--- config.mk ---
export PLATFORM = sky130hd
export DESIGN_NAME = peripheral_mpi_wishbone
export DESIGN_NICKNAME = d
export VERILOG_FILES = /design/src/rtl/peripheral_mpi_wishbone.sv
export SDC_FILE = /design/constraint.sdc
export NUM_CORES = 1
export LEC_CHECK = 0
export ABC_CLOCK_PERIOD_IN_PS = 6000
export CAP_MARGIN = 20
export CORE_MARGIN = 1
export CORE_UTILIZATION = 35
export CTS_BUF_LIST = sky130_fd_sc_hd__clkbuf_4 sky130_fd_sc_hd__clkbuf_8 sky130_fd_sc_hd__clkbuf_16
export DETAILED_ROUTE_END_ITERATION = 7
export DONT_BUFFER_PORTS = 1
export SLEW_MARGIN = 30
export SYNTH_ARGS = -nofsm -noshare
export SYNTH_HDL_FRONTEND = slang
export SYNTH_SLANG_ARGS = --single-unit
export TNS_END_PERCENT = 100
--- constraint.sdc ---
create_clock -name clk -period 6 [get_ports clk]
set_input_delay 1.2 -clock clk [delete_from_list [all_inputs] [get_ports clk]]
set_output_delay 1.2 -clock clk [all_outputs]
set_load 0.05 [all_outputs]
--- src/rtl/peripheral_mpi_wishbone.sv ---
// Wishbone-slave message buffer between a CPU tile and a flit-based NoC.
// Software pushes TX flits and pops RX flits; whole packets go out on the NoC.
module peripheral_mpi_wishbone #(
  parameter int NOC_FLIT_WIDTH = 32,
  parameter int SIZE           = 16
) (
  input  logic                      clk,
  input  logic                      rst,
  output logic [NOC_FLIT_WIDTH-1:0] noc_out_flit,
  output logic                      noc_out_last,
  output logic                      noc_out_valid,
  input  logic                      noc_out_ready,
  input  logic [NOC_FLIT_WIDTH-1:0] noc_in_flit,
  input  logic                      noc_in_last,
  input  logic                      noc_in_valid,
  output logic                      noc_in_ready,
  input  logic [31:0]               wb_adr_i,
  input  logic                      wb_we_i,
  input  logic                      wb_cyc_i,
  input  logic                      wb_stb_i,
  input  logic [31:0]               wb_dat_i,
  output logic [31:0]               wb_dat_o,
  output logic                      wb_ack_o,
  output logic                      wb_err_o,
  output logic                      irq
);

  localparam int AW = (SIZE > 2) ? $clog2(SIZE) : 1;
  localparam int CW = AW + 1;
  localparam logic [CW-1:0] SIZE_C = CW'(SIZE);

  // Each FIFO entry stores {last, flit}.
  logic [NOC_FLIT_WIDTH:0] tx_mem [SIZE];
  logic [NOC_FLIT_WIDTH:0] rx_mem [SIZE];

  logic [AW-1:0] tx_wr_ptr_reg, tx_rd_ptr_reg;
  logic [AW-1:0] rx_wr_ptr_reg, rx_rd_ptr_reg;
  logic [CW-1:0] tx_count_reg, rx_count_reg;
  logic [CW-1:0] tx_pkt_cnt_reg, rx_pkt_cnt_reg;
  logic          irq_en_reg;
  logic          irq_reg;
  logic          ack_reg, err_reg;
  logic [31:0]   dat_reg;

  logic          req;
  logic [2:0]    adr;
  logic          tx_full, rx_empty, rx_full;
  logic [NOC_FLIT_WIDTH:0] tx_head, rx_head;
  logic          tx_head_last, rx_head_last;
  logic          tx_push, tx_push_last, tx_pop;
  logic          rx_push, rx_pop;
  logic          ctrl_wr;
  logic          acc_ack, acc_err;
  logic [31:0]   rd_data;
  logic [31:0]   status;
  logic [CW-1:0] tx_free;
  logic [7:0]    tx_free8, rx_occ8;

  assign tx_full      = (tx_count_reg == SIZE_C);
  assign rx_full      = (rx_count_reg == SIZE_C);
  assign rx_empty     = (rx_count_reg == '0);
  assign tx_head      = tx_mem[tx_rd_ptr_reg];
  assign rx_head      = rx_mem[rx_rd_ptr_reg];
  assign tx_head_last = tx_head[NOC_FLIT_WIDTH];
  assign rx_head_last = ~rx_empty & rx_head[NOC_FLIT_WIDTH];

  // Only complete packets are offered, so a partial packet waits in the FIFO.
  assign noc_out_valid = (tx_pkt_cnt_reg != '0);
  assign noc_out_flit  = noc_out_valid ? tx_head[NOC_FLIT_WIDTH-1:0] : '0;
  assign noc_out_last  = noc_out_valid & tx_head_last;
  assign tx_pop        = noc_out_valid & noc_out_ready;

  assign noc_in_ready  = ~rx_full;
  assign rx_push       = noc_in_valid & noc_in_ready;

  assign tx_free  = SIZE_C - tx_count_reg;
  assign tx_free8 = 8'(tx_free);
  assign rx_occ8  = 8'(rx_count_reg);
  assign status   = {8'h00, rx_occ8, tx_free8, 4'h0,
                     irq_en_reg, tx_full, rx_head_last, ~rx_empty};

  assign req = wb_cyc_i & wb_stb_i & ~wb_ack_o & ~wb_err_o;
  assign adr = wb_adr_i[4:2];

  always_comb begin
    acc_ack      = 1'b0;
    acc_err      = 1'b0;
    rd_data      = '0;
    tx_push      = 1'b0;
    tx_push_last = 1'b0;
    rx_pop       = 1'b0;
    ctrl_wr      = 1'b0;
    if (req) begin
      case (adr)
        3'd0, 3'd1: begin
          if (wb_we_i && !tx_full) begin
            acc_ack      = 1'b1;
            tx_push      = 1'b1;
            tx_push_last = adr[0];
          end else begin
            acc_err = 1'b1;
          end
        end
        3'd2: begin
          if (!wb_we_i && !rx_empty) begin
            acc_ack = 1'b1;
            rx_pop  = 1'b1;
            rd_data = 32'(rx_head[NOC_FLIT_WIDTH-1:0]);
          end else begin
            acc_err = 1'b1;
          end
        end
        3'd3: begin
          if (!wb_we_i) begin
            acc_ack = 1'b1;
            rd_data = status;
          end else begin
            acc_err = 1'b1;
          end
        end
        3'd4: begin
          acc_ack = 1'b1;
          if (wb_we_i) begin
            ctrl_wr = 1'b1;
          end else begin
            rd_data = {31'h0, irq_en_reg};
          end
        end
        default: acc_err = 1'b1;
      endcase
    end
  end

  // Storage arrays carry no reset; pointers and counts define validity.
  always_ff @(posedge clk) begin
    if (tx_push) begin
      tx_mem[tx_wr_ptr_reg] <= {tx_push_last, NOC_FLIT_WIDTH'(wb_dat_i)};
    end
    if (rx_push) begin
      rx_mem[rx_wr_ptr_reg] <= {noc_in_last, noc_in_flit};
    end
  end

  always_ff @(posedge clk or negedge rst) begin
    if (!rst) begin
      tx_wr_ptr_reg <= '0;
      tx_rd_ptr_reg <= '0;
      tx_count_reg  <= '0;
    end else begin
      if (tx_push) tx_wr_ptr_reg <= tx_wr_ptr_reg + 1'b1;
      if (tx_pop)  tx_rd_ptr_reg <= tx_rd_ptr_reg + 1'b1;
      case ({tx_push, tx_pop})
        2'b10:   tx_count_reg <= tx_count_reg + 1'b1;
        2'b01:   tx_count_reg <= tx_count_reg - 1'b1;
        default: tx_count_reg <= tx_count_reg;
      endcase
    end
  end

  always_ff @(posedge clk or negedge rst) begin
    if (!rst) begin
      rx_wr_ptr_reg <= '0;
      rx_rd_ptr_reg <= '0;
      rx_count_reg  <= '0;
    end else begin
      if (rx_push) rx_wr_ptr_reg <= rx_wr_ptr_reg + 1'b1;
      if (rx_pop)  rx_rd_ptr_reg <= rx_rd_ptr_reg + 1'b1;
      case ({rx_push, rx_pop})
        2'b10:   rx_count_reg <= rx_count_reg + 1'b1;
        2'b01:   rx_count_reg <= rx_count_reg - 1'b1;
        default: rx_count_reg <= rx_count_reg;
      endcase
    end
  end

  // Packet counters: simultaneous increment and decrement cancel.
  always_ff @(posedge clk or negedge rst) begin
    if (!rst) begin
      tx_pkt_cnt_reg <= '0;
      rx_pkt_cnt_reg <= '0;
    end else begin
      case ({tx_push & tx_push_last, tx_pop & tx_head_last})
        2'b10:   tx_pkt_cnt_reg <= tx_pkt_cnt_reg + 1'b1;
        2'b01:   tx_pkt_cnt_reg <= tx_pkt_cnt_reg - 1'b1;
        default: tx_pkt_cnt_reg <= tx_pkt_cnt_reg;
      endcase
      case ({rx_push & noc_in_last, rx_pop & rx_head_last})
        2'b10:   rx_pkt_cnt_reg <= rx_pkt_cnt_reg + 1'b1;
        2'b01:   rx_pkt_cnt_reg <= rx_pkt_cnt_reg - 1'b1;
        default: rx_pkt_cnt_reg <= rx_pkt_cnt_reg;
      endcase
    end
  end

  always_ff @(posedge clk or negedge rst) begin
    if (!rst) begin
      irq_en_reg <= 1'b0;
      irq_reg    <= 1'b0;
      ack_reg    <= 1'b0;
      err_reg    <= 1'b0;
      dat_reg    <= '0;
    end else begin
      if (ctrl_wr) irq_en_reg <= wb_dat_i[0];
      irq_reg <= irq_en_reg & (rx_pkt_cnt_reg != '0);
      ack_reg <= acc_ack;
      err_reg <= acc_err;
      dat_reg <= acc_ack ? rd_data : 32'h0;
    end
  end

  assign wb_ack_o = ack_reg;
  assign wb_err_o = err_reg;
  assign wb_dat_o = dat_reg;
  assign irq      = irq_reg;

endmodule

==> run_results.csv, run 1 <==
group,metric,value,unit
power,p_seq_share,44.4,%
placed_design,place_inst,3502,
sta,whs,0.204,ns
power,switchingPower,0.00621,W
critical_path,start_kind,"flip-flop",
critical_path,slowest_stage,"dfrtp_4",
routing,dr_total_vias,19200,
critical_path,path_cells,"buf_4 -> mux4_2 -> mux4_2 -> nor2b_1 -> buf_4",
power,power,0.0218,W
synth,synthCells,1894,
sta,final-hold-violation-count,0,
critical_path,end_kind,"primary output",
finish,fillers,10800,
critical_path,path_class,"flip-flop to primary output",
placed_design,io_buffers,0,
sta,fin_skew,0.0267,ns
placed_design,gp_congestion,0.784,
synth,ys_seq_area_share,76.9,%
clock_network,clk_latency,0.69,ns
critical_path,crit_arrival,3.48,ns
global_routing,grt_pass1_vias,20500,
power,leakagePower,15.7,nW
clock_network,cts_max_level,3,
die,die_w,355,um
outcome,status,"finished, final reports clean",
synth,synth_edf_count,1056,
die,dieArea,126000,um^2
finish,final_nets,2113,
routing,drt-total-wl,97000,um
die,core,124000,um^2
synth,synth_top_area_cell,"edfxtp_1",
die,die_y,355,um
sta,fin_crit,4.68,ns
synth,syn_area_per_cell,23.0,um^2
placed_design,dp_hpwl,55100,um
routing,vias_per_cell,5.17,
synth,synthTopCellsByCount,"edfxtp_1, mux4_2, dfrtp_1",
synth,synth.distinct_cells,51,
routing,final_antenna_net_count,0,
routing,wl_per_cell,26.2,um
sta,period_share,78.0,%
sta,tns,0,ns
synth,async_reset_ff_share,6.38,%
power,switching_share,28.5,%
critical_path,cpPeakStageDelay,0.93,ns
clock_network,path_clk_slew,0.06,ns
clock_network,cts_tree,"done",
global_routing,grt_antenna_before_repair,1,
sta,setup_ws,1.32,ns
synth,synth.most_common_cell,"edfxtp_1",
power,ir_worst_vdd,0.453,mV
worst_hold_path,worstHoldPathType,"input port to asynchronous set/reset pin",
power,clkPwrFrac,32.4,%
clock_network,postCtsHoldBufs,0,
synth,synth_flop_cell,"edfxtp_1",
routing,first_pass_iters,5,
routing,drtIter0Drc,1565,
clock_network,postCtsResizedCells,0,
global_routing,grtUsageTotal,15.4,%
sta,worstMarginPinSlew,0.981,ns
clock_network,cts.sink_count,1128,
synth,synth_warnings,0,
sta,maxSlewHeadroom,34.5,%
sta,maxSlewViolCount,0,
power,internal_power,0.0156,W
clock_network,cts_root_buf,"clkbuf_16",
sta,rsz0062_at_grt,"no",
die,std_cell_rows,129,
synth,synth_top_area_share,72.8,%
routing,drcViolationCount,0,
global_routing,grt_remaining_overflow,0,
clock_network,cts_setup_buffers,0,
finish,stdcell_count,3708,
placed_design,post-place-ws,1.52,ns
critical_path,required,4.80,ns
die,ios,174,
global_routing,grt_max_degree,73,
synth,synth_area_leaders,"edfxtp_1, mux4_2, dfrtp_1",
synth,synth_nets,2029,
global_routing,grt_pass1_wl,142000,um
finish,final_layout_size_suffix_gt1_share,30.6,%
sta,finalSetupViolations,0,
finish,syn2layout_area_growth,14.2,%
power,powerDensity,438,nW/um^2
synth,ys_ff_latch,1128,
power,p_comb_share,23.2,%
sta,fmax,0.214,GHz
clock_network,clockBufferDepth,3,
synth,synth_area,43600,um^2
die,initial_core_util,35.3,%
clock_network,numCtsBuffers,108,
run,maxCapViolations,0,
critical_path,worst-path-max-fanout,39,
-- cell families (layout without fill, tap and decap cells) --
kind of cell,after synthesis,after routing,share of synthesized area [%]
AO/OA/AOI/OAI,72,72,1.07
XOR/XNOR,33,33,0.663
adder cells (fa/ha/maj),31,31,0.942
buffers and inverters,118,294,1.37
flip-flops,1128,1128,76.9
multiplexers,337,337,16.9
other,0,1,0
AND/OR/NAND/NOR,175,175,2.18
-- worst max-delay path, delay by kind of cell (launching register included) --
family	cells	cell delay [ns]
buffers and inverters	2	0.64
and+or+nand+nor	1	0.19
muxes	2	1.00
DFF	1	0.93
-- cell type report --
cell class | instances | area, um^2 | share of cell area [%]
multi-input cells | 648 | 9720 | 19.5
repair buffers | 70 | 619 | 1.24
clock buffers | 150 | 3160 | 6.36
flip-flops and latches | 1128 | 33500 | 67.4
diodes | 1 | 2.50 | 0.00503
clock inverters | 52 | 602 | 1.21
inverters | 22 | 82.6 | 0.166
well taps | 1637 | 2050 | 4.12
-- through the flow --
step	util (%)	instance area [um^2]
after floorplan	-	43600
after global placement	37.1	45900
after detailed placement	37.1	45900
after CTS	40.2	49700
after global routing	40.3	49800
final	40.3	49800
-- worst paths after layout --
kind / depth (start not counted) / slack [ns] / end / startpoint
max in group asynchronous: 0 / 5.56 / tx_rd_ptr_reg[1]$_DFFE_PN0P_ / rst
min: 0 / 0.20 / wb_dat_o[22]$_DFF_PN0_ / rst
min in group clk: 1 / 0.47 / rx_pkt_cnt_reg[4]$_DFFE_PN0P_ / rx_pkt_cnt_reg[4]$_DFFE_PN0P_
max: 5 / 1.32 / noc_out_flit[5] / tx_rd_ptr_reg[0]$_DFFE_PN0P_
min reg2reg: 1 / 0.47 / rx_pkt_cnt_reg[4]$_DFFE_PN0P_ / rx_pkt_cnt_reg[4]$_DFFE_PN0P_
max reg2reg: 14 / 1.76 / tx_pkt_cnt_reg[4]$_DFFE_PN0P_ / tx_count_reg[0]$_DFFE_PN0P_
-- placed cells by master (no fill, tap or decap), types with 5 or more instances in the layout --
| master | netlist | routed |
|---|---|---|
| nor2_1 | 34 | 9 |
| and2_1 | 5 | 5 |
| and3_1 | 21 | 21 |
| nor2_4 | 0 | 24 |
| o21ai_0 | 12 | 12 |
| a22o_1 | 11 | 11 |
| mux2i_1 | 13 | 13 |
| ha_1 | 28 | 28 |
| buf_4 | 3 | 63 |
| xnor2_1 | 18 | 18 |
| nor3_2 | 0 | 6 |
| bufinv_16 | 0 | 12 |
| a21o_1 | 5 | 5 |
| nand2_1 | 33 | 33 |
| xor2_1 | 15 | 15 |
| mux4_2 | 318 | 318 |
| clkinv_2 | 0 | 12 |
| dfrtp_1 | 72 | 64 |
| clkinv_1 | 0 | 14 |
| clkbuf_16 | 0 | 111 |
| a21oi_1 | 21 | 21 |
| clkbuf_4 | 0 | 24 |
| inv_2 | 6 | 6 |
| clkbuf_8 | 0 | 15 |
| clkinvlp_4 | 0 | 7 |
| nor3_1 | 14 | 6 |
| nor2b_1 | 45 | 43 |
| inv_1 | 16 | 16 |
| edfxtp_1 | 1056 | 1056 |
| a211oi_1 | 10 | 10 |
-- routing by layer --
metal | GRT usage (%) | vias to the layer above | wire (um)
met1 | 19.3 | 10400 | 38300
met2 | 26.5 | 552 | 49600
li1 | - | 8119 | -
met3 | 4.37 | 112 | 7610
met4 | 3.27 | 2 | 1480
met5 | 0 | - | 12
-- power groups by stage --
stage	Clock [W]	Sequential [W]	Combinational, W
after floorplan	0	0.00943	0.00437
after global placement	0	0.00985	0.00501
after detailed placement	0	0.00990	0.00509
after CTS	0.00720	0.00974	0.00510
after global routing	0.00748	0.00974	0.00539
final	0.00706	0.00967	0.00506
No activity file was read; power rests on OpenSTA's default activity.
==> run 2: changes to the inputs <==
ABC_CLOCK_PERIOD_IN_PS = 4100   (was 6000)
clock period = 4.1 ns   (was 6 ns; I/O delays follow)
==> run 2 against run 1 <==
Compared with the run above: non-clock buffer count up 18; critical path type unchanged; combinational power is 64% higher; register-to-register slack lost 1.2 ns; largest cell class unchanged; power rose by 47%; critical path depth is the same; routed wire length rose by 0.24%; critical endpoint is now noc_out_flit[4]; cell area increased by 0.66%; largest power group unchanged.
==> run_results.csv, run 2 (synthesis gave the netlist of run 1 again) <==
group,metric,value,unit
clock_network,cts_tree,"done",
global_routing,grt_remaining_overflow,0,
clock_network,path_clk_slew,0.06,ns
finish,fillers,10700,
routing,final_antenna_net_count,0,
placed_design,post-place-ws,0.608,ns
power,power,0.0320,W
die,die_w,355,um
sta,rsz0062_at_grt,"no",
die,initial_core_util,35.3,%
sta,fin_crit,3.90,ns
die,core,124000,um^2
placed_design,dp_hpwl,53200,um
critical_path,start_kind,"flip-flop",
finish,final_nets,2132,
sta,setup_ws,0.203,ns
placed_design,gp_congestion,0.731,
global_routing,grtUsageTotal,15.5,%
sta,fmax,0.257,GHz
global_routing,grt_pass1_wl,141000,um
clock_network,clk_latency,0.71,ns
worst_hold_path,holdPathStages,0,
routing,first_pass_iters,5,
critical_path,required,3.28,ns
sta,tns,0,ns
critical_path,worst-path-max-fanout,76,
clock_network,cts_max_level,3,
critical_path,regToRegSetupSlack,0.61,ns
sta,maxSlewHeadroom,36.6,%
routing,wl_per_cell,26.1,um
clock_network,cts.sink_count,1128,
sta,worstMarginPinSlew,0.949,ns
placed_design,placed_area,46300,um^2
finish,layout_common_cells,"edfxtp_1, mux4_2, clkbuf_16",
worst_hold_path,hp-start,"wb_dat_i[16]",
clock_network,numCtsBuffers,109,
critical_path,path_class,"flip-flop to primary output",
clock_network,clockBufferDepth,3,
critical_path,end_kind,"primary output",
sta,whs,0.201,ns
global_routing,grt_max_degree,131,
routing,drt-total-wl,97200,um
critical_path,crit_arrival,3.08,ns
die,dieArea,126000,um^2
sta,fin_skew,0.0191,ns
routing,drcViolationCount,0,
finish,final_area,50100,um^2
sta,finalSetupViolations,0,
finish,syn2layout_area_growth,15.0,%
routing,vias_per_cell,5.21,
sta,period_share,95.0,%
die,std_cell_rows,129,
routing,drtIter0Drc,1680,
finish,layout_commonest_cell,"edfxtp_1",
global_routing,grt_pass1_vias,20600,
power,leakagePower,15.8,nW
worst_hold_path,worstHoldPathType,"input port to flip-flop",
placed_design,io_buffers,0,
run,maxCapViolations,0,
critical_path,r2r-start,"tx_count_reg[0]$_DFFE_PN0P_",
clock_network,cts_root_buf,"clkbuf_16",
outcome,status,"finished, final reports clean",
power,ir_worst_vdd,0.549,mV
sta,maxSlewViolCount,0,
finish,final_layout_size_suffix_gt1_share,31.7,%
die,ios,174,
sta,final-hold-violation-count,0,
routing,dr_total_vias,19400,
global_routing,grt_antenna_before_repair,1,
worst_hold_path,hold_path_end,"tx_mem[0][16]$_DFFE_PP_",
critical_path,reg2reg_to,"tx_pkt_cnt_reg[4]$_DFFE_PN0P_",
power,powerDensity,639,nW/um^2
critical_path,rr_worst_depth,14,
die,die_y,355,um
[run 2: cell count changes in the layout (fill, tap and decap cells not counted), sizes merged]
| cell | previous run | this run |
|---|---|---|
| buf | 70 | 85 |
| clkinv | 29 | 43 |
| bufinv | 12 | 6 |
| inv | 26 | 23 |
| bufbuf | 0 | 2 |
| clkbuf | 150 | 148 |
| clkinvlp | 7 | 5 |
| dlygate4sd3 | 0 | 1 |
[run 2: through the flow]
step	cells	utilization, %
after global routing	3726	40.5
after CTS	3725	40.5
after detailed placement	3516	37.5
after floorplan	1894	-
after global placement	3515	37.5
final	3727	40.5
[run 2: area by class of cell]
| cell class | instances | area, um^2 | share of cell area [%] |
|---|---|---|---|
| flip-flops and latches | 1128 | 33500 | 66.9 |
| inverters | 22 | 82.6 | 0.165 |
| clock inverters | 55 | 485 | 0.969 |
| clock buffers | 148 | 3080 | 6.14 |
| well taps | 1637 | 2050 | 4.09 |
| multi-input cells | 648 | 9800 | 19.6 |
| diodes | 1 | 2.50 | 0.00499 |
| repair buffers | 88 | 1080 | 2.15 |
[run 2: worst max-delay path by stage]
stage | start | to | cells past startpoint
6_report | tx_rd_ptr_reg[1]$_DFFE_PN0P_ | noc_out_flit[4] | 5
5_1_grt | tx_rd_ptr_reg[0]$_DFFE_PN0P_ | noc_out_flit[26] | 5
4_1_cts | tx_rd_ptr_reg[1]$_DFFE_PN0P_ | noc_out_flit[4] | 5
3_5_place_dp | wb_we_i | rx_count_reg[4]$_DFFE_PN0P_ | 12
3_3_place_gp | wb_we_i | rx_count_reg[4]$_DFFE_PN0P_ | 12
2_1_floorplan | tx_count_reg[0]$_DFFE_PN0P_ | tx_mem[11][0]$_DFFE_PP_ | 7
[run 2: worst max-delay path: stages (launching register included)]
cell     delay, ns
dfrtp_4       0.63
buf_16        0.40
mux4_2        0.37
mux4_2        0.48
nor2b_1       0.20
buf_6         0.21
[run 2: power by group]
group          switching [W]  total, W  internal, W
clock                0.00421   0.00985      0.00564
sequential          0.000491    0.0138       0.0133
combinational        0.00459   0.00832      0.00373
[run 2: metal layers]
layer / part of all wire [%] / global-route usage (%)
met1: 40 / 19.5
met2: 51 / 26.4
met3: 7.7 / 4.50
met4: 1.9 / 3.52
met5: 0 / 0
[run 2: repair_timing]
action	CTS	global route
endpoints found under the hold margin	72	0
cloned	2	0
endpoints found under the setup margin	24	1
gates resized for setup	23	0
hold buffers	2	0
setup buffers	2	1
